## config.mk

```make
export PLATFORM = sky130hd
export DESIGN_NAME = mem_access_stage
export DESIGN_NICKNAME = d
export VERILOG_FILES = /design/src/rtl/mem_access_stage.sv
export SDC_FILE = /design/constraint.sdc
export NUM_CORES = 1
export LEC_CHECK = 0
export ABC_CLOCK_PERIOD_IN_PS = 3300
export CORE_AREA = 2 2 125 127
export DETAILED_ROUTE_END_ITERATION = 8
export DIE_AREA = 0 0 127 129
export PLACE_DENSITY = 0.8
export SETUP_SLACK_MARGIN = 0.02
export SLEW_MARGIN = 30
export SYNTH_ARGS = -nofsm -noshare
export SYNTH_HDL_FRONTEND = slang
export SYNTH_SLANG_ARGS = --single-unit
```

## constraint.sdc

```tcl
create_clock -name Clk -period 3.3 [get_ports Clk]
set_clock_uncertainty 0.1 [all_clocks]
set_input_delay 0.33 -clock Clk [delete_from_list [all_inputs] [get_ports Clk]]
set_output_delay 0.33 -clock Clk [all_outputs]
set_load 0.01 [all_outputs]
```

## src/rtl/mem_access_stage.sv

```systemverilog
// MEM-stage access unit: turns EX/MEM memory controls into a req/ack bus transaction,
// stalls the pipeline while it is outstanding, and aligns/extends the returned load data.
module mas_lane #(
  parameter int LANE = 0
) (
  input  logic [1:0] sz,
  input  logic       we,
  input  logic [1:0] sel,
  input  logic [7:0] b,
  input  logic [7:0] h,
  input  logic [7:0] w,
  output logic       be,
  output logic [7:0] wb
);
  always_comb begin
    be = 1'b1;
    wb = w;
    if (we) begin
      case (sz)
        2'b11: begin be = (sel == 2'(LANE));        wb = b; end
        2'b10: begin be = (sel[1] == 1'(LANE / 2)); wb = h; end
        default: ;
      endcase
    end
  end
endmodule

module mem_access_stage #(
  parameter int TIMEOUT = 16
) (
  input  logic        Clk,
  input  logic        Reset_n,
  input  logic [1:0]  MemRead,
  input  logic [1:0]  MemWrite,
  input  logic [31:0] ALUResult,
  input  logic [31:0] RegData2,
  input  logic [31:0] AdderResult,
  input  logic        Branch,
  input  logic        Zero,
  input  logic        Jump,
  input  logic        MemToReg,
  input  logic        RegWrite,
  input  logic [4:0]  R_destination,
  input  logic        Mem_Ack,
  input  logic [31:0] Mem_RData,
  output logic        Mem_Req,
  output logic        Mem_We,
  output logic [31:0] Mem_Addr,
  output logic [31:0] Mem_WData,
  output logic [3:0]  Mem_BE,
  output logic        Stall,
  output logic [31:0] ReadData_out,
  output logic [31:0] ALUResult_out,
  output logic        RegWrite_out,
  output logic        MemToReg_out,
  output logic [4:0]  R_destination_out,
  output logic        PCSrc,
  output logic [31:0] BranchTarget,
  output logic        AccessErr
);
  localparam int NUM_LANES = 4;
  localparam int CW = (TIMEOUT > 2) ? $clog2(TIMEOUT) : 1;

  typedef enum logic [1:0] {IDLE, BUSY, DONE} st_t;

  st_t                          st;
  logic [CW-1:0]                cnt;
  logic                         to_q;
  logic [1:0]                   sz_q, lane_q;
  logic [31:0]                  rd_q;
  logic [NUM_LANES-1:0]         be_n;
  logic [NUM_LANES-1:0][7:0]    wd_n;
  logic                         rd_any, wr_any, one, mis, acc_ok, acc_bad, err;
  logic [1:0]                   sz;
  logic [31:0]                  sh, ld;
  logic                         unused_jump;

  assign unused_jump = Jump;   // Jump is resolved upstream; it never gates PCSrc here

  assign rd_any  = |MemRead;
  assign wr_any  = |MemWrite;
  assign one     = rd_any ^ wr_any;
  assign sz      = rd_any ? MemRead : MemWrite;
  assign mis     = ((sz == 2'b01) && (ALUResult[1:0] != 2'b00)) || ((sz == 2'b10) && ALUResult[0]);
  assign acc_ok  = one & ~mis;
  assign acc_bad = (rd_any & wr_any) | (one & mis);

  for (genvar i = 0; i < NUM_LANES; i++) begin : g_lane
    mas_lane #(.LANE(i)) u_lane (
      .sz  (sz),
      .we  (wr_any),
      .sel (ALUResult[1:0]),
      .b   (RegData2[7:0]),
      .h   (RegData2[8*(i%2) +: 8]),
      .w   (RegData2[8*i +: 8]),
      .be  (be_n[i]),
      .wb  (wd_n[i])
    );
  end

  // Load data is shifted down by the lane captured at request time, then extended.
  assign sh = Mem_RData >> {lane_q, 3'b000};
  always_comb begin
    case (sz_q)
      2'b11:   ld = {{24{sh[7]}}, sh[7:0]};
      2'b10:   ld = {{16{sh[15]}}, sh[15:0]};
      default: ld = sh;
    endcase
  end

  assign Stall             = ((st == IDLE) & acc_ok) | (st == BUSY);
  assign err               = ((st == IDLE) & acc_bad) | ((st == DONE) & to_q);
  assign AccessErr         = err;
  assign RegWrite_out      = RegWrite & ~err;
  assign MemToReg_out      = MemToReg;
  assign R_destination_out = R_destination;
  assign ALUResult_out     = ALUResult;
  assign PCSrc             = Branch & Zero & ~Stall;
  assign BranchTarget      = AdderResult;
  assign ReadData_out      = rd_q;

  always_ff @(posedge Clk or negedge Reset_n) begin
    if (!Reset_n) begin
      st        <= IDLE;
      Mem_Req   <= 1'b0;
      Mem_We    <= 1'b0;
      Mem_BE    <= '0;
      Mem_Addr  <= '0;
      Mem_WData <= '0;
      cnt       <= '0;
      to_q      <= 1'b0;
      sz_q      <= '0;
      lane_q    <= '0;
      rd_q      <= '0;
    end else begin
      case (st)
        IDLE: begin
          to_q <= 1'b0;
          if (acc_ok) begin
            st        <= BUSY;
            Mem_Req   <= 1'b1;
            Mem_We    <= wr_any;
            Mem_Addr  <= {ALUResult[31:2], 2'b00};
            Mem_BE    <= be_n;
            Mem_WData <= wd_n;
            cnt       <= '0;
            sz_q      <= sz;
            lane_q    <= ALUResult[1:0];
          end else if (acc_bad) begin
            rd_q <= '0;
          end
        end
        BUSY: begin
          if (Mem_Ack) begin
            Mem_Req <= 1'b0;
            if (!Mem_We) rd_q <= ld;
            st <= DONE;
          end else if (cnt == CW'(TIMEOUT - 1)) begin
            Mem_Req <= 1'b0;
            rd_q    <= '0;
            to_q    <= 1'b1;
            st      <= DONE;
          end else begin
            cnt <= cnt + CW'(1);
          end
        end
        DONE:    st <= IDLE;
        default: st <= IDLE;
      endcase
    end
  end
endmodule

```

* Word level (Yosys, flattened, before mapping)
Cells that the tools add are included.
Word-level totals: output and inout bits 176, logic and storage cells 102, memories kept 0, bits in latches 0, ROM bits 0, bits of input ports 145, RAM bits 0, bits in registers 111
Cells by class: multipliers 0, reductions and logical operators 16, magnitude comparators 0, eq/ne operators 19, bitwise logic cells 17, $add $sub $neg 1, divide/modulo/power cells 0, multiplexer cells 37, shift-type cells 1
Operators by type and width (count):
- $mux 32 | 5
- $pmux 32 s2 | 2
- $mux 8 | 5
- $shr 32x5->32 | 1
- $pmux 8 s2 | 1
- $eq 2x2->1 const B | 7
- $mux 4 | 3
- $pmux 1 s2 | 6
- $ne 2x2->1 const B | 5
- $and 1x1->1 | 9
- $mux 1 | 9
- $mux 2 | 4
- $pmux 4 s2 | 1
- $eq 2x1->1 const B | 3
- $reduce_and 3->1 | 2
- $reduce_or 2->1 | 3
- $reduce_and 5->1 | 1
- $add 4x1->4 const B | 1
- $eq 4x4->1 const B | 1
- $logic_not 2->1 | 2
- $not 1->1 | 4
- $pmux 2 s2 | 1
- $reduce_and 2->1 | 2
- $reduce_and 4->1 | 1
- other kinds (8) | 12

* Logic depth before layout (Yosys ltp)
word-level depth 11, mapped depth 9, mapped depth without buffers 7

* Cells and area by module
A second synthesis with hierarchy kept.
Second synthesis, totals: cell total of the unflattened synthesis 607, area total of the unflattened synthesis 6731.5 um^2
Modules (own cells, without submodules):
- mem_access_stage | times used 1, cells each 482, area each 5734.2 um^2, sequential area each 2777.7 um^2
- mas_lane at g_lane[0].u_lane ... | times used 2, cells each 31, area each 247.7 um^2, sequential area each 0.0 um^2
- mas_lane at g_lane[3].u_lane | times used 1, cells each 32, area each 251.5 um^2, sequential area each 0.0 um^2
- mas_lane at g_lane[2].u_lane | times used 1, cells each 31, area each 250.2 um^2, sequential area each 0.0 um^2

* Worst setup path before layout
OpenSTA, ideal clock, no wires.
path type input to register, start input MemWrite[1], end register Mem_Addr[10], library setup time 125 ps, path buffers 2, data required time 3075 ps, arrival time 1935 ps, stages on the path 7, path slack 1140 ps, cell sequence or2_2 ha_1 nand2_1 a21oi_2 buf_2 buf_2 mux2_2
Between the ends: word-level cells in the longest chain between the ends 7, elaborated cells between the ends (all ways) 11, classes of those cells eq/ne: 2; mux: 1; bitwise: 3; reduce/logical: 5
RTL lines:
- start, declared | line 34 | input logic [1:0] MemWrite,
- $mux 2 | line 83 | assign sz = rd_any ? MemRead : MemWrite;
- $eq 2x1->1 or $eq 2x2->1 (tied branches) | line 84 | assign mis = ((sz == 2'b01) && (ALUResult[1:0] != 2'b00)) || ((sz == 2'b10) && ALUResult[0]);
- $logic_and 1x1->1 | line 84
- $logic_or 1x1->1 | line 84
- $not 1->1 | line 85 | assign acc_ok = one & ~mis;
- $and 1x1->1 (*) | line 85
- $reduce_and 2->1 (no source line) (*)
- end signal, assigned | line 143 | Mem_Addr <= {ALUResult[31:2], 2'b00};
- end, declared | line 48 | output logic [31:0] Mem_Addr,
Mark *: on every way between the ends. The rest lies on a longest branch, timed or not. A chain may end at the register's enable or synchronous reset.

* Final worst setup path
start input MemWrite[0], end output AccessErr
Between the ends: elaborated cells between the ends (all ways) 13, classes of those cells eq/ne: 2; mux: 1; bitwise: 6; reduce/logical: 4
RTL lines:
- $reduce_or 2->1 (*) | line 81 | assign wr_any = |MemWrite;
- named net g_lane[0].u_lane.we | line 7 | input logic we,
- $xor 1x1->1 | line 82 | assign one = rd_any ^ wr_any;
- $and 1x1->1 | line 86 | assign acc_bad = (rd_any & wr_any) | (one & mis);
- $or 1x1->1 (*) | line 86
- $and 1x1->1 (*) | line 112 | assign err = ((st == IDLE) & acc_bad) | ((st == DONE) & to_q);
- $or 1x1->1 (*) | line 112
- end, declared | line 59 | output logic AccessErr
The timed path passes the listed nets; every way through them passes the cells marked *.

==> run summary <==
Vias in the first global route = 4796
Initial antenna violation count = 0
Cell Count, Final, Fillers Out = 880
Clock slew at reported path FFs = 0.07 ns
Final ANT Viol Nets = 0
Final GP Congestion = 0.867
Fmax = 320 MHz
Fin crit share = 94.7%
CP Launch Type = primary input
Leakage = 3.43 nW
Max IR drop VDD = 0.479 mV
ANT cells = 0
FF/Latch Area = 0.00278 mm2
Rows = 45
#FFs+latches synth = 111
GRT overflow = 0
Cell taking the most area after synthesis = dfrtp_1
Pwr per Cell Area = 741 mW/mm2
Worst Max-Slew Pin Slew = 0.988 ns
Compound-cell area share of the yosys netlist = 11.3%
GRT Overall Usage = 19.5%
Post-route minimum period = 3.12 ns
Worst hold path stage count = 1
Critical path required time = 2.87 ns
CP max FO = 4
DRT iter0 DRCs = 245
CTS Hold Buffers Added = 1
Max_cap viols = 0
Multiplexer share of the synthesized area = 21.4%
Filler cells = 1244
EDFF count, synth = 0
Top cells by area, synth = dfrtp_1, mux2_2, buf_4
Setup CP Type = in -> out
Status = complete, no violations
CTS resizes = 0
Adder-cell area share of the yosys netlist = 0.431%
Cell area after layout = 0.00822 mm2
Leading cell type in the layout, fill and taps excluded = clkdlybuf4s50_1
Largest family of logic cells by synthesized area = multiplexers
Mapped Area = 0.00580 mm2
Most used DFF post-synth = dfrtp_1
Post-DP Area = 0.00791 mm2
WHS Endpoint = ReadData_out[6]
Fin worst setup slack = 0.176 ns
CTS root buf = clkbuf_16
Hold Startpoint = ReadData_out[6]
CTS Buf Count = 9
Starting Density = 38.7%
TNS Setup = 0 ns
Vias = 4579
IO buf count = 241
Ys async rst share = 100%
Share of layout cells above drive strength 1 = 15.3%
Synth Area per Inst = 11.2 um2
Xor/xnor share of the synthesized area = 0.302%
Nets@finish = 835
WL/cell = 18.4 um
FF-to-FF path depth = 7
Via density per instance = 5.20
FF-to-FF End = ReadData_out[27]
Top cell type's share of synthesized area = 47.9%
Commonest cells after routing, fill and taps aside = clkdlybuf4s50_1, dfrtp_1, mux2_2
Global-route wire length before repair = 25000 um
Synth cell types = 41
FF-to-FF Start = st[1]
R2R Setup Slk = 0.92 ns
Slew Limit Fails = 0
RSZ-0062 raised after global routing = false
Arrival time at the worst endpoint = 2.69 ns
Total placed cells including tap cells = 864
Skew-Pair Late Insertion Delay = 0.35 ns
Layout area overhead = 41.7%
Crit path from = MemWrite[0]
Slew headroom = 33.6%
Die Height = 129 um
CP endpoint kind = primary output
CTS Buffer Depth = 2
Synth warn = 0
Largest net degree at the start of global routing = 81
Mapped Cells = 520
Clk sink count = 111
Core Region = 0.0150 mm2
Synth Area in Simple Gates = 6.62%
Sequential share of the synthesized area = 47.9%
H-tree Lvls = 3
Fin. Hold Viols = 0
Drt total wl = 16200 um
Detailed-placement wirelength estimate = 12100 um
Postcts setup bufs = 0
Area of the multi-input gates = 0.00235 mm2
Drt drc = 0
Drt pass-1 iters = 4
I/O pins = 321
Number of setup violations in the final report = 0
Pre-CTS setup slack = 0.204 ns
CTS tree = built
Hold Path Class = reg -> reg
Chip width = 127 um
Die Area = 0.0164 mm2
==> registers in the layout (all words and copies together) (netlist names) <==
register      flops
Mem_WData        32
ReadData_out     32
Mem_Addr         30
Mem_BE            4
cnt               4
lane_q            2
st                2
sz_q              2
Mem_Req           1
Mem_We            1
to_q              1
==> cells by family (layout without fill, tap and decap cells) <==
group,Yosys count,count (layout)
muxes,113,113
AOI/OAI and AO/OA,98,98
buffers and inverters,104,275
adders and majority gates,2,2
other,1,2
and+or+nand+nor,89,89
xor gates and xnor gates,2,2
DFF,111,111
==> worst max path at each step <==
stage | depth (start not counted) | slack [ns] | to
2_1_floorplan | 7 | 1.14 | Mem_Addr[10]
3_3_place_gp | 6 | 0.25 | AccessErr
3_5_place_dp | 6 | 0.20 | AccessErr
4_1_cts | 6 | 0.19 | AccessErr
5_1_grt | 6 | 0.13 | AccessErr
6_report | 6 | 0.18 | AccessErr
==> worst max-delay path, cell delays in order <==
cell	delay, ns
clkdlybuf4s50_1	0.46
or2_2	0.32
ha_1	0.31
a31oi_2	0.14
a211oi_1	0.49
clkdlybuf4s50_1	0.64
==> routing by layer <==
metal  up-vias  share of wire (%)  GRT usage [%]
li1       2094                  -              -
met1      2197                 37           21.7
met2       235                 50           33.6
met3        53                9.9           6.90
met4         0                3.6           9.50
met5         -                  0              0
==> metrics by stage <==
step                hold slack [ns]  total power [mW]  util, %
floorplan                   -0.0656              3.58        -
detailed placement            0.374              5.03     52.8
global route                  0.411              6.46     54.9
CTS                           0.391              6.16     54.8
finish                        0.390              6.09     54.9
global placement              0.355              4.93     52.8
==> cell type report <==
class	count	area share (%)
clock inverters	4	0.639
well taps	188	2.86
multi-input cells	306	28.6
flip-flops and latches	111	33.8
repair buffers	255	30.9
inverters	5	0.228
clock buffers	11	2.95
==> report_power, final <==
group | total, mW | switching (mW) | internal (mW)
combinational | 2.81 | 1.23 | 1.58
clock | 1.11 | 0.495 | 0.611
sequential | 2.18 | 0.311 | 1.87
==> synthesized netlist by cell type (3+ instances only) <==
cell	number
a211oi_1	8
dfrtp_1	111
mux2i_1	32
nand2b_1	6
inv_1	5
clkbuf_1	5
a31oi_1	3
o2bb2ai_1	16
buf_4	72
a21oi_1	48
mux2_2	70
mux2_1	10
nor2b_1	5
buf_2	19
nand2_1	11
a221oi_1	7
o21ai_0	3
nor2_1	56
(Power assumes the default switching activity.)
